File: src/rtl/secded_dec_pipe.sv
// rtl/secded_dec_pipe.sv - three-stage SEC-DED (12,7) extended Hamming decoder with stall and error counters
module secded_dec_pipe #(
    parameter int CNT_W = 16
) (
    input  logic             clk,
    input  logic             reset,
    input  logic             in_valid,
    output logic             in_ready,
    input  logic [11:0]      in_cw,
    output logic             out_valid,
    input  logic             out_ready,
    output logic [6:0]       out_data,
    output logic             out_corr,
    output logic             out_uncorr,
    output logic [3:0]       out_synd,
    input  logic             clr_cnt,
    output logic [CNT_W-1:0] corr_cnt,
    output logic [CNT_W-1:0] uncorr_cnt
);

    logic             w_en;
    logic             w_hs;
    logic [3:0]       w_synd;
    logic             w_par;
    logic             w_flip;
    logic [10:0]      w_fix_mask;
    logic [10:0]      w_fixed;
    logic [6:0]       w_data;
    logic             w_corr;
    logic             w_uncorr;

    logic             r_s1_v;
    logic [11:0]      r_s1_cw;
    logic             r_s2_v;
    logic [11:0]      r_s2_cw;
    logic [3:0]       r_s2_synd;
    logic             r_s2_p;
    logic             r_out_valid;
    logic [6:0]       r_out_data;
    logic             r_out_corr;
    logic             r_out_uncorr;
    logic [3:0]       r_out_synd;
    logic [CNT_W-1:0] r_corr_cnt;
    logic [CNT_W-1:0] r_uncorr_cnt;

    assign w_en     = !r_out_valid || out_ready;
    assign w_hs     = r_out_valid && out_ready;
    assign in_ready = w_en;

    // Masks select the in_cw bits whose Hamming position has syndrome bit k set.
    assign w_synd[0] = ^(r_s1_cw[10:0] & 11'h555);
    assign w_synd[1] = ^(r_s1_cw[10:0] & 11'h666);
    assign w_synd[2] = ^(r_s1_cw[10:0] & 11'h078);
    assign w_synd[3] = ^(r_s1_cw[10:0] & 11'h780);
    assign w_par     = ^r_s1_cw;

    assign w_flip   = r_s2_p && (r_s2_synd != 4'd0) && (r_s2_synd <= 4'd11);
    assign w_corr   = r_s2_p && (r_s2_synd <= 4'd11);
    assign w_uncorr = (r_s2_p && (r_s2_synd >= 4'd12)) || (!r_s2_p && (r_s2_synd != 4'd0));

    always_comb begin
        w_fix_mask = 11'd0;
        if (w_flip) begin
            w_fix_mask = 11'd1 << (r_s2_synd - 4'd1);
        end
    end

    assign w_fixed = r_s2_cw[10:0] ^ w_fix_mask;
    assign w_data  = {w_fixed[10], w_fixed[9], w_fixed[8], w_fixed[6],
                      w_fixed[5], w_fixed[4], w_fixed[2]};

    always_ff @(posedge clk or negedge reset) begin
        if (!reset) begin
            r_s1_v       <= 1'b0;
            r_s1_cw      <= 12'd0;
            r_s2_v       <= 1'b0;
            r_s2_cw      <= 12'd0;
            r_s2_synd    <= 4'd0;
            r_s2_p       <= 1'b0;
            r_out_valid  <= 1'b0;
            r_out_data   <= 7'd0;
            r_out_corr   <= 1'b0;
            r_out_uncorr <= 1'b0;
            r_out_synd   <= 4'd0;
        end else if (w_en) begin
            r_s1_v       <= in_valid;
            r_s1_cw      <= in_cw;
            r_s2_v       <= r_s1_v;
            r_s2_cw      <= r_s1_cw;
            r_s2_synd    <= w_synd;
            r_s2_p       <= w_par;
            r_out_valid  <= r_s2_v;
            r_out_data   <= w_data;
            r_out_corr   <= w_corr;
            r_out_uncorr <= w_uncorr;
            r_out_synd   <= r_s2_synd;
        end
    end

    // Counters only see delivered words, so bubbles and stalled words never count.
    always_ff @(posedge clk or negedge reset) begin
        if (!reset) begin
            r_corr_cnt   <= '0;
            r_uncorr_cnt <= '0;
        end else if (clr_cnt) begin
            r_corr_cnt   <= '0;
            r_uncorr_cnt <= '0;
        end else if (w_hs) begin
            if (r_out_corr && !(&r_corr_cnt)) begin
                r_corr_cnt <= r_corr_cnt + 1'b1;
            end
            if (r_out_uncorr && !(&r_uncorr_cnt)) begin
                r_uncorr_cnt <= r_uncorr_cnt + 1'b1;
            end
        end
    end

    assign out_valid  = r_out_valid;
    assign out_data   = r_out_data;
    assign out_corr   = r_out_corr;
    assign out_uncorr = r_out_uncorr;
    assign out_synd   = r_out_synd;
    assign corr_cnt   = r_corr_cnt;
    assign uncorr_cnt = r_uncorr_cnt;

endmodule

File: config.mk
export PLATFORM = sky130hd
export DESIGN_NAME = secded_dec_pipe
export DESIGN_NICKNAME = d
export VERILOG_FILES = /design/src/rtl/secded_dec_pipe.sv
export SDC_FILE = /design/constraint.sdc
export NUM_CORES = 1
export LEC_CHECK = 0
export CAP_MARGIN = 10
export CORE_MARGIN = 4
export CORE_UTILIZATION = 47
export DETAILED_ROUTE_END_ITERATION = 6
export PLACE_DENSITY = 0.73
export RECOVER_POWER = 50
export SLEW_MARGIN = 0
export SYNTH_ARGS = -nofsm -noshare
export SYNTH_HDL_FRONTEND = slang
export SYNTH_SLANG_ARGS = --single-unit
File: constraint.sdc
create_clock -name clk -period 1.7 [get_ports clk]
set_clock_uncertainty 0.15 [all_clocks]
set_input_delay 0.255 -clock clk [delete_from_list [all_inputs] [get_ports clk]]
set_output_delay 0.255 -clock clk [all_outputs]
set_load 0.02 [all_outputs]
=== Word-level counts from Yosys, hierarchy flattened ===
Index checks and enable logic that the tools add are counted.

* Register bits after elaboration: 76
* Bits of input ports: 17
* Output and inout port bits: 47
* Logic and storage cells: 54

* Add/sub/neg operators: 3
* Magnitude comparators: 2
* Shift-type cells: 1
* Multiplexer cells: 7
* Bitwise gates (word level): 1
* Reductions and logical operators: 27

{| class="wikitable"
|+ Operator list
! cell !! number
|-
| $mux 16 || 6
|-
| $reduce_xor 11->1 || 4
|-
| $add 16x1->16 const B || 2
|-
| $reduce_and 16->1 || 2
|-
| $reduce_xor 12->1 || 1
|-
| $mux 11 || 1
|-
| $shl 1x4->11 const A || 1
|-
| $xor 11x11->11 || 1
|-
| $logic_and 1x1->1 || 8
|-
| $reduce_bool 2->1 || 3
|-
| $ge 4x4->1 const B || 1
|-
| $le 4x4->1 const B || 1
|-
| $logic_not 1->1 || 4
|-
| $reduce_and 2->1 || 2
|-
| $reduce_bool 4->1 || 1
|-
| $sub 4x1->4 const B || 1
|-
| $logic_or 1x1->1 || 2
|}

=== Depth between registers and ports, before layout ===
* Depth in word-level cells: 6
* Gate-level depth with buffers: 6
* Gate-level depth less buffers: 6

=== Least setup slack after synthesis ===
Ideal clock, no wire load.

* Path type: register to register
* From: register r_corr_cnt[0] (netlist: corr_cnt[0])
* To: register r_corr_cnt[4] (netlist: corr_cnt[4])
* Library setup time: 0.132 ns
* Data arrival time: 1.714 ns
* Data required time: 1.418 ns
* Setup slack: -0.296 ns
* Stages on the path, launching flop included: 7
* Path buffers: 0
* Period minus slack after synthesis: 1.996 ns
* Cells stage by stage: dfrtp_1 ha_1 nand4_1 nor4_2 nor4b_1 xnor2_1 nor2_1

* Cells in the longest elaborated chain, start to end: 5
* Elaborated cells on any way between the ends: 9

{| class="wikitable"
|+ RTL lines
! element !! RTL line !! source
|-
| start, declared || 43 || <nowiki>logic [CNT_W-1:0] r_corr_cnt;</nowiki>
|-
| start signal, assigned || 110 || <nowiki>r_corr_cnt <= r_corr_cnt + 1'b1;</nowiki>
|-
| parallel branches: the longest is 5 deep, another holds $add 16x1->16 || - ||
|}

Parallel ways; which one is timed is not known. The select of a mux whose other input is x is not followed.
A chain may end at the register's enable or synchronous reset.

=== Worst setup path in the final report ===
* From: register r_corr_cnt[0] (netlist: corr_cnt[0])
* To: register r_corr_cnt[7] (netlist: corr_cnt[7])

Same word-level chain as after synthesis.

==> impl_metrics.toml <==
[outcome]
status = "complete, but fails checks"
violations = "setup timing"

[power]
power.total_mw = 5.86
p_leak_nw = 2.39
irDropWorstVdd_uv = 1110
power_density_nw_per_um2 = 1160

[clocking]
clkLatencyLatePin_ns = 0.35
clockRootBuffer = "clkbuf_8"
cts_sinks = 72
clk_pin_slew_ns = 0.07
cts-buffers-inserted = 9
cts_max_path_buffers = 2
h-tree-depth = 3
tritoncts = "built"

[sta]
fin_crit_ns = 1.79
hold_viol = 0
drv_slew = 0
slew_headroom_pct = 60.6
hold_ws_ns = 0.270
setup_ws_ns = -0.0929
tightest_slew_ns = 0.591
max_freq_mhz = 558
finalSetupTns_ns = -0.226
period_share_pct = 105
rsz0062_at_grt = "yes"
final-setup-viol-count = 5

[worst_setup_path]
crit_path_max_fanout = 8
slowest_stage = "dfrtp_2"
slowest_delay_ns = 0.42
r2r_setup_slack_ns = -0.09
cp_common_cell = "buf_6"
cp.required_ns = 1.77
critPathLaunchType = "flop"
worst-setup-path-type = "reg -> reg"
path_cells = "ha_4 -> nand4_1 -> buf_6 -> nor4_4 -> buf_6 -> nor3_1 -> xnor2_1 -> nor2_1"
end_kind = "flop"
cp_data_arrival_time_ns = 1.87

[drt]
ant_nets = 0
drtIter0Drc = 144
dr.pass1.iters = 4
avgViaCountPerCell = 5.06
wl_per_cell_um = 14.2
drc = 0
vias = 3067
routed_wl_mm = 8.63

[synthesis]
synth-seq-cells = 72
ys_top_cells_by_area = "dfrtp_1 53%, nand2_1 11%, xnor2_1 9.2%"
synth-edff-count = 0
synth_nets = 390
ys_warn_count = 0
synth_cells = 371
ys_seq_area_share_pct = 52.6
synth_flop_cell = "dfrtp_1"
synth_top_area_share_pct = 52.6
avgSynthCellArea_um2 = 9.24
yosysTopAreaCell = "dfrtp_1"
synth_area_um2 = 3430
synthArstFlopShare_pct = 100
ys_types = 33

[job]
drv_cap = 0

[grt]
grt-ovfl-total = 0
first_global_vias = 2964
grt_pass1_wl_mm = 13.6
grtUsageTotal_pct = 19.6
antenna_found_initial = 0
grt_max_degree = 45

[final_layout]
multiInputGateArea_um2 = 1770
seqCellArea_um2 = 1820
post_route_cells_drive_above_1_share_pct = 25.9
nets = 524
final_cell_mix = "97 x nand2_1, 59 x buf_4, 55 x dfrtp_1, 48 x nor2_1, 44 x dlygate4sd2_1"
nFillCells = 535
final_common_cell = "nand2_1"
antenna_cells = 0
area_delta_synth_final_pct = 47.8

[die]
fp.dieW_um = 93.4
die-area_um2 = 8720
die_h_um = 93.4
rows = 30
start_util_pct = 49.4
io_pins = 64
core_um2 = 6940

[placed_design]
hpwl_mm = 5.81
port_buffers = 63
gp_congestion = 0.867

[worst_hold_path]
min_path_type = "in -> async"
==> per-layer routing <==
| metal | global-route usage, % | vias up | wire [um] |
|---|---|---|---|
| li1 | - | 1501 | - |
| met1 | 25.1 | 1475 | 3790 |
| met2 | 33.2 | 78 | 4320 |
| met3 | 3.06 | 13 | 380 |
| met4 | 7.81 | 0 | 138 |
| met5 | 0 | - | 0 |
==> power by group <==
part	internal [mW]	switching, mW	leakage (nW)	total, mW
clock	0.822	0.643	0.110	1.46
combinational	0.885	1.06	1.38	1.94
sequential	2.11	0.340	0.899	2.45
total	3.82	2.04	2.39	5.86
==> cell type report <==
| class | count | area share [%] |
|---|---|---|
| tap | 96 | 2.37 |
| sequential | 72 | 36.0 |
| multi-input combinational | 285 | 35.0 |
| timing repair buffer | 135 | 22.4 |
| clock buffer | 10 | 2.52 |
| inverter | 2 | 0.148 |
| clock inverter | 6 | 1.65 |
==> kinds of logic after synthesis <==
group	after synthesis	share of synthesized area (%)
fa+ha+maj	2	0.730
simple gates	205	27.4
xor+xnor	53	13.5
buf+inv	14	1.57
compound gates	25	4.20
flops	72	52.6
==> flip-flops by register name (all words and copies together) (netlist names), 4 cells and up <==
signal and cells:
corr_cnt 16, uncorr_cnt 16, r_s1_cw 12, out_data 7, r_s2_cw 7, out_synd 4
r_s2_synd 4
==> worst paths after layout <==
check / cells after the start / from / end
worst max-delay path: 8 / corr_cnt[0] / corr_cnt[7]
worst min-delay path: 2 / reset / uncorr_cnt[6]
worst max register to register: 8 / corr_cnt[0] / corr_cnt[7]
worst min register to register: 2 / out_synd[3] / out_synd[3]
max in group asynchronous: 3 / reset / uncorr_cnt[0]
min in group clk: 3 / in_cw[8] / r_s1_cw[8]
==> repair_timing <==
item / CTS / global route
gates cloned: 1 / 0
resized for setup: 59 / 24
setup endpoints to repair: 65 / 30
hold buffers: 1 / 0
endpoints found under the hold margin: 72 / 0
setup buffers: 5 / 13
pin swaps: 7 / 23
==> through the flow <==
stage | worst slack [ns] | area [um^2] | cells | utilization, %
global route | -0.169 | 5070 | 606 | 73.0
global placement | -0.457 | 4650 | 570 | 66.9
detailed placement | -0.499 | 4650 | 570 | 66.9
finish | -0.0929 | 5070 | 606 | 73.0
floorplan | -0.0813 | 3550 | 371 | -
CTS | -0.0731 | 4900 | 593 | 70.6
==> cell usage after synthesis (all sizes together) (6+ instances only) <==
library cell and count:
nand3 14, a21oi 7, nand4 11, xnor2 36, nor4 6, nor3 6
dfrtp 72, o21ai 12, clkbuf 11, nor2 48, nand2 97, xor2 17
==> critical path, delay by kind of cell, from the launching register on <==
| kind | cells | cell delay, ns |
|---|---|---|
| buffers and inverters | 2 | 0.34 |
| DFF | 1 | 0.42 |
| adders and majority gates | 1 | 0.14 |
| xor gates and xnor gates | 1 | 0.20 |
| and+or+nand+nor | 4 | 0.42 |
Note: power is estimated with default switching activity, not from simulation.
